### src/rtl/exec_seq_pkg.sv
// exec_seq_pkg: shared state indices, timing FSM encoding and enter-request priority encoder
// for the P-D execution-phase sequencer.
package exec_seq_pkg;

    localparam int NST   = 10;
    localparam int ST_PP = 0;
    localparam int ST_WE = 1;
    localparam int ST_WR = 2;
    localparam int ST_WP = 3;
    localparam int ST_WA = 4;
    localparam int ST_WZ = 5;
    localparam int ST_WD = 6;
    localparam int ST_WX = 7;
    localparam int ST_WM = 8;
    localparam int ST_WW = 9;

    typedef enum logic [2:0] {T_IDLE, T_S1, T_S1B, T_MW, T_S2, T_GOT} tstate_t;

    // Keeps only the lowest set bit, so WE beats WR beats ... WW.
    function automatic logic [NST-1:0] prio_enc(input logic [NST-1:0] v);
        return v & (-v);
    endfunction

endpackage

### src/rtl/exec_seq_strob_gen.sv
// exec_seq_strob_gen: per-state-cycle timing FSM producing STROB1/STROB1B/STROB2/GOT,
// with the memory wait phase and its timeout alarm.
module exec_seq_strob_gen
    import exec_seq_pkg::*;
#(
    parameter int STROB_LEN   = 2,
    parameter int GOT_LEN     = 1,
    parameter int MEM_TIMEOUT = 255
) (
    input  logic clk_sys,
    input  logic clr_n,
    input  logic i_go,
    input  logic i_cont,
    input  logic i_mem,
    input  logic i_mem_ok,
    output logic o_idle,
    output logic o_mem_phase,
    output logic o_strob1,
    output logic o_strob1b,
    output logic o_strob2,
    output logic o_got,
    output logic o_last_got,
    output logic o_alarm
);

    tstate_t    r_t;
    tstate_t    w_nt;
    logic [7:0] r_cnt;
    logic       w_to;

    assign w_to = r_cnt == 8'(MEM_TIMEOUT);

    // One counter serves S1 length, MW wait and GOT length; it restarts on every phase change.
    always_ff @(posedge clk_sys or negedge clr_n) begin
        if (!clr_n) begin
            r_t   <= T_IDLE;
            r_cnt <= '0;
        end else begin
            r_t   <= w_nt;
            r_cnt <= (w_nt == r_t) ? r_cnt + 8'd1 : 8'd0;
        end
    end

    always_comb begin
        w_nt = r_t;
        case (r_t)
            T_IDLE:  if (i_go) w_nt = T_S1;
            T_S1:    if (r_cnt == 8'(STROB_LEN - 1)) w_nt = T_S1B;
            T_S1B:   w_nt = (i_mem && !i_mem_ok) ? T_MW : T_S2;
            T_MW:    if (i_mem_ok || w_to) w_nt = T_S2;
            T_S2:    w_nt = T_GOT;
            T_GOT:   if (o_last_got) w_nt = i_cont ? T_S1 : T_IDLE;
            default: w_nt = T_IDLE;
        endcase
    end

    assign o_idle      = r_t == T_IDLE;
    assign o_mem_phase = (r_t == T_S1) || (r_t == T_S1B) || (r_t == T_MW);
    assign o_strob1    = r_t == T_S1;
    assign o_strob1b   = r_t == T_S1B;
    assign o_strob2    = r_t == T_S2;
    assign o_got       = r_t == T_GOT;
    assign o_last_got  = (r_t == T_GOT) && (r_cnt == 8'(GOT_LEN - 1));
    assign o_alarm     = (r_t == T_MW) && w_to;

endmodule

### src/rtl/exec_seq.sv
// exec_seq: execution-phase sequencer holding the one-hot execution state and deciding,
// at the end of each state cycle, the next state or the end of instruction (kc).
module exec_seq
    import exec_seq_pkg::*;
#(
    parameter int STROB_LEN   = 2,
    parameter int GOT_LEN     = 1,
    parameter int MEM_TIMEOUT = 255
) (
    input  logic clk_sys,
    input  logic clr_n,
    input  logic i_start,
    input  logic i_ewe,
    input  logic i_ewr,
    input  logic i_ewp,
    input  logic i_ewa,
    input  logic i_ewz,
    input  logic i_ewd,
    input  logic i_ewx,
    input  logic i_ewm,
    input  logic i_eww,
    input  logic i_ekc_1,
    input  logic i_ekc_2,
    input  logic i_mem_ok,
    output logic o_pp,
    output logic o_we,
    output logic o_wr,
    output logic o_wp,
    output logic o_wa,
    output logic o_wz,
    output logic o_wd,
    output logic o_wx,
    output logic o_wm,
    output logic o_ww,
    output logic o_mem_req,
    output logic o_strob1,
    output logic o_strob1b,
    output logic o_strob2,
    output logic o_got,
    output logic o_kc,
    output logic o_alarm,
    output logic o_seq_err
);

    logic [NST-1:0] r_state;
    logic [NST-1:0] w_ew;
    logic           r_kc;
    logic           r_err;
    logic           w_idle;
    logic           w_mem_phase;
    logic           w_last;
    logic           w_go;
    logic           w_ekc;
    logic           w_end;
    logic           w_bad;
    logic           w_mem;

    assign w_ew  = {i_eww, i_ewm, i_ewx, i_ewd, i_ewz, i_ewa, i_ewp, i_ewr, i_ewe, 1'b0};
    assign w_ekc = i_ekc_1 | i_ekc_2;
    assign w_end = w_ekc | ~|w_ew;
    assign w_bad = w_ekc ? |w_ew : (~|w_ew | |(w_ew & (w_ew - NST'(1))));
    // A start landing on the kc clock belongs to the finished instruction and is dropped.
    assign w_go  = i_start & w_idle & ~r_kc;
    assign w_mem = r_state[ST_WR] | r_state[ST_WW] | r_state[ST_WM];

    exec_seq_strob_gen #(
        .STROB_LEN  (STROB_LEN),
        .GOT_LEN    (GOT_LEN),
        .MEM_TIMEOUT(MEM_TIMEOUT)
    ) u_strob (
        .clk_sys    (clk_sys),
        .clr_n      (clr_n),
        .i_go       (w_go),
        .i_cont     (~w_end),
        .i_mem      (w_mem),
        .i_mem_ok   (i_mem_ok),
        .o_idle     (w_idle),
        .o_mem_phase(w_mem_phase),
        .o_strob1   (o_strob1),
        .o_strob1b  (o_strob1b),
        .o_strob2   (o_strob2),
        .o_got      (o_got),
        .o_last_got (w_last),
        .o_alarm    (o_alarm)
    );

    always_ff @(posedge clk_sys or negedge clr_n) begin
        if (!clr_n) begin
            r_state <= '0;
            r_kc    <= 1'b0;
            r_err   <= 1'b0;
        end else begin
            r_kc  <= w_last & w_end;
            r_err <= r_err | (w_last & w_bad);
            if (w_go)
                r_state <= NST'(1) << ST_PP;
            else if (w_last)
                r_state <= w_end ? '0 : prio_enc(w_ew);
        end
    end

    assign o_pp      = r_state[ST_PP];
    assign o_we      = r_state[ST_WE];
    assign o_wr      = r_state[ST_WR];
    assign o_wp      = r_state[ST_WP];
    assign o_wa      = r_state[ST_WA];
    assign o_wz      = r_state[ST_WZ];
    assign o_wd      = r_state[ST_WD];
    assign o_wx      = r_state[ST_WX];
    assign o_wm      = r_state[ST_WM];
    assign o_ww      = r_state[ST_WW];
    assign o_mem_req = w_mem & w_mem_phase;
    assign o_kc      = r_kc;
    assign o_seq_err = r_err;

endmodule
### config.mk
export PLATFORM = sky130hd
export DESIGN_NAME = exec_seq
export DESIGN_NICKNAME = d
export VERILOG_FILES = /design/src/rtl/exec_seq_pkg.sv /design/src/rtl/exec_seq_strob_gen.sv /design/src/rtl/exec_seq.sv
export SDC_FILE = /design/constraint.sdc
export NUM_CORES = 1
export LEC_CHECK = 0
export CAP_MARGIN = 20
export CORE_ASPECT_RATIO = 0.5
export CORE_MARGIN = 1
export CORE_UTILIZATION = 30
export CTS_BUF_LIST = sky130_fd_sc_hd__clkbuf_4 sky130_fd_sc_hd__clkbuf_8
export DETAILED_ROUTE_END_ITERATION = 16
export DONT_BUFFER_PORTS = 1
export PLACE_DENSITY = 0.53
export SYNTH_ARGS = -nofsm -noshare
export SYNTH_HDL_FRONTEND = slang
export SYNTH_SLANG_ARGS = --single-unit
### constraint.sdc
create_clock -name clk_sys -period 1.5 [get_ports clk_sys]
set_input_delay 0.3 -clock clk_sys [delete_from_list [all_inputs] [get_ports clk_sys]]
set_output_delay 0.3 -clock clk_sys [all_outputs]
set_load 0.05 [all_outputs]
==> run summary, run 1 <==
Summed over all nets, the switching power comes to 1.82 mW. After detailed routing, the wire length on met1 is 1960 um. The clock arrives with 0.00232 ns of skew. The layout cell share with drive strength beyond 1 was 0.583.

At the end of the flow, the number of nets in the layout was 235. The number of warnings issued by yosys is 0. The number of sinks driven by the clock tree is 23. The buffer levels on the longest clock path was 2. The number of nets with antenna violations after routing came out at 0. Counting instances in the post-synthesis netlist gives the leading cell types as 23 x sky130_fd_sc_hd__dfrtp_1, 16 x sky130_fd_sc_hd__nor2_1, 15 x sky130_fd_sc_hd__nand3_1.

The highest clock rate was 588 MHz. Routability-driven placement finished with a final weighted congestion of 0.849. The register share of total power was 0.227. The logs give 0.164 for the overall fraction of global-route tracks in use and 106 um for the wire length on met3.

The clock transition at the register clock pins on the worst setup and hold paths after CTS works out to 0.09 ns. The run finished, with violations left. Critical path class: reg -> out. Measured along the y axis, the die boundary spans 50.3 um. The top layer reached by signal wires is met4.

The horizontal extent of the die is 98.7 um, and the number of synthesized flops with an enable pin is 0. Before antenna repair, the detailed router went through 6 iterations. Main combinational cell family by area after synthesis: simple AND/OR/NAND/NOR gates.

In this run the worst path has a maximum fanout of 4. The mux cell area share after synthesis was 0.0250. Root cell of the clock tree: sky130_fd_sc_hd__clkbuf_8.

The run gives 26 as the count of final setup violators. The global route total overflow is 0, and the slew at the pin with the worst max-slew slack is 0.532 ns. In the synthesized netlist the dominant register cell turns out to be sky130_fd_sc_hd__dfrtp_1. After floorplanning, the core was divided into 17 placement rows. Setup slack on the worst reg-to-reg path comes out at -0.13 ns. The synthesized-area fraction occupied by adder cells works out to 0.0339. The startpoint identified for the worst register-to-register timing path is u_strob.r_cnt[3]. The tools report the number of I/O pins as 33. The run gives 0 as the max-slew violation total from the final report. TritonCTS built the clock tree. The largest stage delay on the critical path came out at 0.40 ns. For the relative contribution of the clock network to total power, the log shows 0.094. The flop and latch count out of synthesis is 23. The largest net degree at the start of global routing is 24, and the average instance area after synthesis is 9.34 sq um. The xor/xnor cell area share of the yosys netlist works out to 0.0562.

The complex-gate fraction of the synthesized area is 0.0946. Summed over all nets, wire length on met2 after detailed routing comes to 2120 um. The run gives 4240 um as the total wire length after detailed routing. The ratio of final minimum period to clock period works out to 1.13. The final routed wire length divided by cell count came out at 15.5 um. The checks that failed: setup timing. The path with the worst hold slack has its endpoint at r_state[1]. Counting I/O delays and the setup requirement, the final critical path takes 1.70 ns.

The worst setup path is captured at an output port. For the starting density of the core, the log shows 0.315. The worst-case headroom to the max-slew limit is 0.644, and the utilization of the core after routing is 0.538.

The total clock buffers created by CTS was 3. The run gives 0 as the total count of hold-check failures in the final report. Number of max-cap violations: 0.

The initial antenna violation count was 0; the worst hold path stage count was 2. The startpoint identified for the worst hold timing path is i_ewe. The count of buffers added on input and output ports is 0. Setup repair after global routing could not meet its margin everywhere. The share of flip-flops with an asynchronous set or reset after synthesis is 1.00. The core region is 0.00445 sq mm. The most common cell in the synthesized netlist is sky130_fd_sc_hd__dfrtp_1. The leakage power of the design is 1.03 nW, and the maximum vdd ir drop is 0.000618 V. The arrival time at the worst endpoint was 1.40 ns; the area added between synthesis and finish was 70.5%. Slowest cell on the critical path: sky130_fd_sc_hd__dfrtp_1. The required time reported for the critical path endpoint is 1.20 ns, and the synthesized net count is 168.

The final worst slack is -0.200 ns, and the count of unique library cells instantiated by Yosys is 45. The classification of the worst-slack hold path was in -> reg. The detailed router placed 1392 vias in this run. The design internal power came out at 2.46 mW. The later-pin clock latency in the skew report is 0.27 ns. The post-route DRC violation count was 0; the register area share after synthesis was 0.411. For this design the ratio of total power to cell area is 1790 mW/mm^2. The H-tree level count was 1. Traced cell by cell, the critical path runs through buf_4 > and3_2 > nand3_2 > nor2_4 > buf_12.

The reg-to-reg endpoint is u_strob.r_t[0]. The switching portion of total power was 0.425. Violation count after the first detailed-route iteration: 62. The number of global-route vias before repair was 1323; the HPWL reported at the end of detailed placement was 2770 um. The number of antenna diodes in the final layout is 0. The top-area cell type share of the netlist area is 0.411. For the total die area, the log shows 0.00497 sq mm. The count of cells along the worst register-to-register path was 5.

The fill cell total of the finished layout is 350. Using the TritonRoute via totals, the vias-per-cell ratio works out to 5.10. The first global-routing pass estimated 6330 um of wire. Post-synthesis instance area: 0.00140 sq mm. The part of the power in combinational logic came out at 0.679. The fraction of the mapped netlist area in simple logic gates is 0.345, and the placement-stage worst setup slack is -0.0969 ns.

In the post-synthesis netlist, the biggest area contributors are sky130_fd_sc_hd__dfrtp_1 41%, sky130_fd_sc_hd__nand3_1 5.4%, sky130_fd_sc_hd__xor2_1 4.4%. Summed over all instances, the cell type with the most area after synthesis is sky130_fd_sc_hd__dfrtp_1. STA classifies the critical path startpoint as a register.

The run gives 150 as the gate count after technology mapping.
## through the flow
stage | cells | TNS (ns) | hold slack [ns] | power, mW | instance area (sq um)
after global routing | 273 | -3.13 | 0.140 | 4.49 | 2390
after CTS | 262 | -1.34 | 0.155 | 3.71 | 2170
after floorplan | 150 | -0.209 | 0.00441 | 2.02 | 1460
after global placement | 244 | -0.125 | 0.00510 | 2.70 | 1860
after detailed placement | 244 | -0.347 | 0.00505 | 2.72 | 1860
final | 273 | -1.47 | 0.145 | 4.27 | 2390
## placed cells by master (no fill, tap or decap), types with 4 or more instances in the layout
cell | synthesis | routed
sky130_fd_sc_hd__and4_1 | 4 | 4
sky130_fd_sc_hd__buf_12 | 0 | 5
sky130_fd_sc_hd__buf_4 | 0 | 40
sky130_fd_sc_hd__buf_6 | 0 | 16
sky130_fd_sc_hd__dfrtp_1 | 23 | 16
sky130_fd_sc_hd__dfrtp_2 | 0 | 7
sky130_fd_sc_hd__nand2_1 | 10 | 4
sky130_fd_sc_hd__nand2_2 | 0 | 5
sky130_fd_sc_hd__nand3_1 | 15 | 7
sky130_fd_sc_hd__nand3_2 | 0 | 7
sky130_fd_sc_hd__nor2_1 | 16 | 13
sky130_fd_sc_hd__xor2_1 | 7 | 7
## routing by layer
metal,vias to the layer above,global-route usage
met4,0,0.0299
met2,20,0.293
met5,-,0
met3,6,0.0320
li1,688,-
met1,678,0.211
## worst max-delay path by stage
stage,start,end
detailed placement,u_strob.r_cnt[5],u_strob.r_t[0]
finish,u_strob.r_cnt[2],o_alarm
global placement,u_strob.r_cnt[5],u_strob.r_t[0]
CTS,u_strob.r_cnt[1],o_alarm
floorplan,u_strob.r_cnt[0],o_alarm
global route,u_strob.r_cnt[1],o_alarm
## power by group through the flow
stage | combinational (mW) | clock, mW | sequential (mW)
6_report | 2.90 | 0.401 | 0.972
5_1_grt | 3.06 | 0.437 | 0.990
4_1_cts | 2.35 | 0.404 | 0.959
3_5_place_dp | 1.72 | 0 | 1.00
3_3_place_gp | 1.71 | 0 | 0.997
2_1_floorplan | 1.06 | 0 | 0.952
## cell families (layout without fill, tap and decap cells)
kind of cell               count (synthesis)  after routing
muxes                                      3              3
adders and majority gates                  4              4
xor gates and xnor gates                   9              9
buffers and inverters                     10             76
and+or+nand+nor                           81             81
AOI/OAI and AO/OA                         20             20
DFF                                       23             23
## critical path, delay by kind of cell (launching register included)
family	cells	cell delay, ns
flip-flops	1	0.40
buffers and inverters	2	0.29
AND/OR/NAND/NOR	3	0.44
## what timing repair did
item,in CTS,in global routing
setup endpoints to repair,18,29
setup buffers,15,12
hold endpoints to repair,23,0
resized for setup,44,32
hold buffers,1,0
pin swaps,15,18
## flip-flops by register name, indices dropped and copies added, names as in the netlist
name and count:
o_kc 1, u_strob.r_t 3, o_seq_err 1, u_strob.r_cnt 8
r_state 10
## final cells by class
cell class              instances  area (sq um)  share of cell area
clock inverters                 1          5.00             0.00209
repair buffers                 65           636               0.266
inverters                       7          31.3              0.0131
multi-input cells             117          1020               0.427
well taps                      57          71.3              0.0298
flip-flops and latches         23           584               0.245
clock buffers                   3          41.3              0.0173
Note: power is estimated with default switching activity, not from simulation.
==> run 2: changes to the inputs <==
--- a/config.mk
+++ b/config.mk
@@ -13,6 +13,7 @@
 export DETAILED_ROUTE_END_ITERATION = 16
 export DONT_BUFFER_PORTS = 1
 export PLACE_DENSITY = 0.53
+export SLEW_MARGIN = 20
 export SYNTH_ARGS = -nofsm -noshare
 export SYNTH_HDL_FRONTEND = slang
 export SYNTH_SLANG_ARGS = --single-unit
==> run summary, run 2 (same netlist as run 1, synthesis figures left out) <==
The flow ran to the end, but the final reports show violations. The final reports fail on hold timing, setup timing. The tools report the worst-case headroom to the max-slew limit as 0.651 (+0.00694).

The tools report the critical path capture point type as an output port. The area taken by flip-flops and latches was 584 sq um (unchanged); the number of input and output port buffers inserted was 0 (unchanged). The violation count after the first detailed-route iteration was 65 (+4.8%); the number of flip-flops under the largest register name was 10 (unchanged). The number of I/O pins is 33 (unchanged). TritonCTS built the clock tree. The overall fraction of global-route tracks in use was 0.164 (unchanged); the switching portion of total power was 0.425 (about the same).

The largest net degree at the start of global routing came out at 24 (unchanged). The via count is 1387 (-0.36%), and the arrival time at the worst endpoint is 1.40 ns (about the same). The clock transition at the register clock pins on the worst setup and hold paths after CTS was 0.09 ns (about the same). The buffer levels on the longest clock path came out at 2 (unchanged). The post-route DRC violation count is 0 (unchanged), and the slew at the pin with the worst max-slew slack is 0.523 ns (-0.00866 ns).

The number of max-cap violations is 0 (unchanged), and the final-layout worst hold slack is -0.00746 ns (-0.153 ns). The final routed wire length divided by cell count was 15.4 um (-0.82%); the horizontal extent of the die was 98.7 um (unchanged). The run gives 588 MHz (about the same) as the highest clock rate.

The logs give 0.315 (unchanged) for the starting density of the core and 0 (unchanged) for the initial antenna violation count. The total count of hold-check failures in the final report came out at 23 (+23). The layout cell share with drive strength beyond 1 was 0.586 (+0.00271). The largest registers in the layout are r_state: 10 flops, u_strob.r_cnt: 8 flops, u_strob.r_t: 3 flops. The global route total overflow is 0 (unchanged), and the shortest clock period the worst path allows after layout is 1.70 ns (+0.000596 ns). Area taken by multi-input logic gates: 0.00102 sq mm (unchanged). The top cell types in the final layout, fill and taps aside, are 40 x sky130_fd_sc_hd__buf_4, 16 x sky130_fd_sc_hd__dfrtp_1, 16 x sky130_fd_sc_hd__buf_6.

The run gives 27 (+3.8%) as the count of final setup violators. The most common cell after layout, fill and taps aside is sky130_fd_sc_hd__buf_4. The total clock buffers created by CTS was 3 (unchanged); the worst setup skew after layout was 0.00367 ns (+0.00135 ns). Compared with the post-synthesis result, the final layout area differs by 69.1%. The logs give 0.27 ns (about the same) for the later-pin clock latency in the skew report and 6330 um (unchanged) for the global-route wire length before repair. Counting flops per register, the top entry is r_state. The logs give 0 (unchanged) for the number of nets with antenna violations after routing and 0.228 (about the same) for the register share of total power.

The root cell of the clock tree is sky130_fd_sc_hd__clkbuf_8. The number of sinks driven by the clock tree came out at 23 (unchanged). The required time reported for the critical path endpoint was 1.20 ns (about the same). The post-layout instance area came out at 0.00237 sq mm (-0.84%). Setup repair after global routing could not meet its margin everywhere. The leakage power of the design was 1.03 nW (-0.86%); the number of search-and-repair iterations in the first detailed-routing pass was 4 (-2). The tools report the global placer's final weighted congestion as 0.849 (unchanged).

The relative contribution of the clock network to total power is 0.094 (about the same). The HPWL reported at the end of detailed placement is 2770 um (unchanged), and the via-per-instance ratio is 5.10 (about the same). The die span in y is 50.3 um (unchanged), and the standard-cell row count is 17 (unchanged). The maximum vdd ir drop came out at 0.000620 V (+0.20%). The largest fanout on the critical path works out to 4 (unchanged). The placed instance area came out at 0.00186 sq mm (unchanged). For the fill cell total of the finished layout, the log shows 354 (+1.1%). The design internal power is 2.45 mW (-0.17%), and the final worst slack is -0.200 ns (-0.000596 ns).

Total inserted antenna cells: 0 (unchanged). The tools report the H-tree level count as 1 (unchanged). The run gives 272 (-0.37%) as the number of cells in the finished layout apart from fillers.

The critical path class is reg -> out. The tools report the nature of the critical path startpoint as a register. The total power draw was 4.26 mW (-0.20%); the net switching power of the design was 1.81 mW (-0.23%). The tools report the setup TNS as -1.51 ns (-0.0380 ns). The part of the power in combinational logic is 0.679 (about the same), and the total die area is 0.00497 sq mm (unchanged).

The logs give 234 (-0.43%) for the final-stage net count and 1323 (unchanged) for the number of global-route vias before repair. The placeable core area came out at 0.00445 sq mm (unchanged). In this run the worst hold path is classified as in -> async. The max-slew violation total from the final report is 0 (unchanged). The ratio of final minimum period to clock period is 1.13 (about the same). The logs give 244 (unchanged) for the total placed cells including tap cells and 4190 um (-1.2%) for the total wire length after detailed routing. The cell area power density was 1800 mW/mm^2 (+0.65%).
## run 2: cell count changes in the layout (fill, tap and decap cells not counted), sizes merged
cell | previous run | this run
dlygate4sd3 | 1 | 0
## run 2: what timing repair did
item	in CTS	in global routing
hold buffers	1	0
buffers inserted	15	12
resized for setup	44	32
pin swaps	15	17
hold endpoints to repair	23	0
setup endpoints to repair	18	29
## run 2: metal layers
layer,vias up,part of all wire,track usage
li1,682,-,-
met1,683,0.47,0.211
met2,18,0.50,0.293
met3,4,0.023,0.0320
met4,0,0.0065,0.0299
met5,-,0,0
## run 2: worst max-delay path: stages (launching register included)
cell and delay, ns:
sky130_fd_sc_hd__dfrtp_1 0.40, sky130_fd_sc_hd__buf_4 0.15, sky130_fd_sc_hd__and3_2 0.21, sky130_fd_sc_hd__nand3_2 0.11, sky130_fd_sc_hd__nor2_4 0.12, sky130_fd_sc_hd__buf_12 0.14
## run 2: final timing paths
kind | end | cells after the start | startpoint | slack [ns]
max | o_alarm | 5 | u_strob.r_cnt[2] | -0.20
min | o_seq_err | 1 | clr_n | -0.007
max reg2reg | u_strob.r_t[0] | 5 | u_strob.r_cnt[3] | -0.13
min reg2reg | r_state[6] | 3 | r_state[6] | 0.63
max in group asynchronous | u_strob.r_cnt[3] | 1 | clr_n | 1.14
min in group clk_sys | r_state[1] | 2 | i_ewe | 0.15
## run 2: stage by stage
step / worst slack (ns) / utilization / hold slack, ns
finish: -0.200 / 0.533 / -0.00746
global route: -0.253 / 0.533 / 0.0394
CTS: -0.201 / 0.489 / 0.155
detailed placement: -0.0969 / 0.417 / 0.00505
global placement: -0.0776 / 0.417 / 0.00510
floorplan: -0.0664 / - / 0.00441
## run 2: cell type report
class / count / area share
Clock buffer: 3 / 0.0174
Clock inverter: 1 / 0.00211
Multi-Input combinational cell: 117 / 0.431
Timing Repair Buffer: 64 / 0.260
Tap cell: 57 / 0.0301
Sequential cell: 23 / 0.247
Inverter: 7 / 0.0132
## run 2: power by group through the flow
stage / registers, mW / logic, mW / clock network, mW
after floorplan: 0.952 / 1.06 / 0
after CTS: 0.959 / 2.35 / 0.404
after global routing: 0.990 / 3.06 / 0.427
after detailed placement: 1.00 / 1.72 / 0
after global placement: 0.997 / 1.71 / 0
final: 0.971 / 2.89 / 0.399
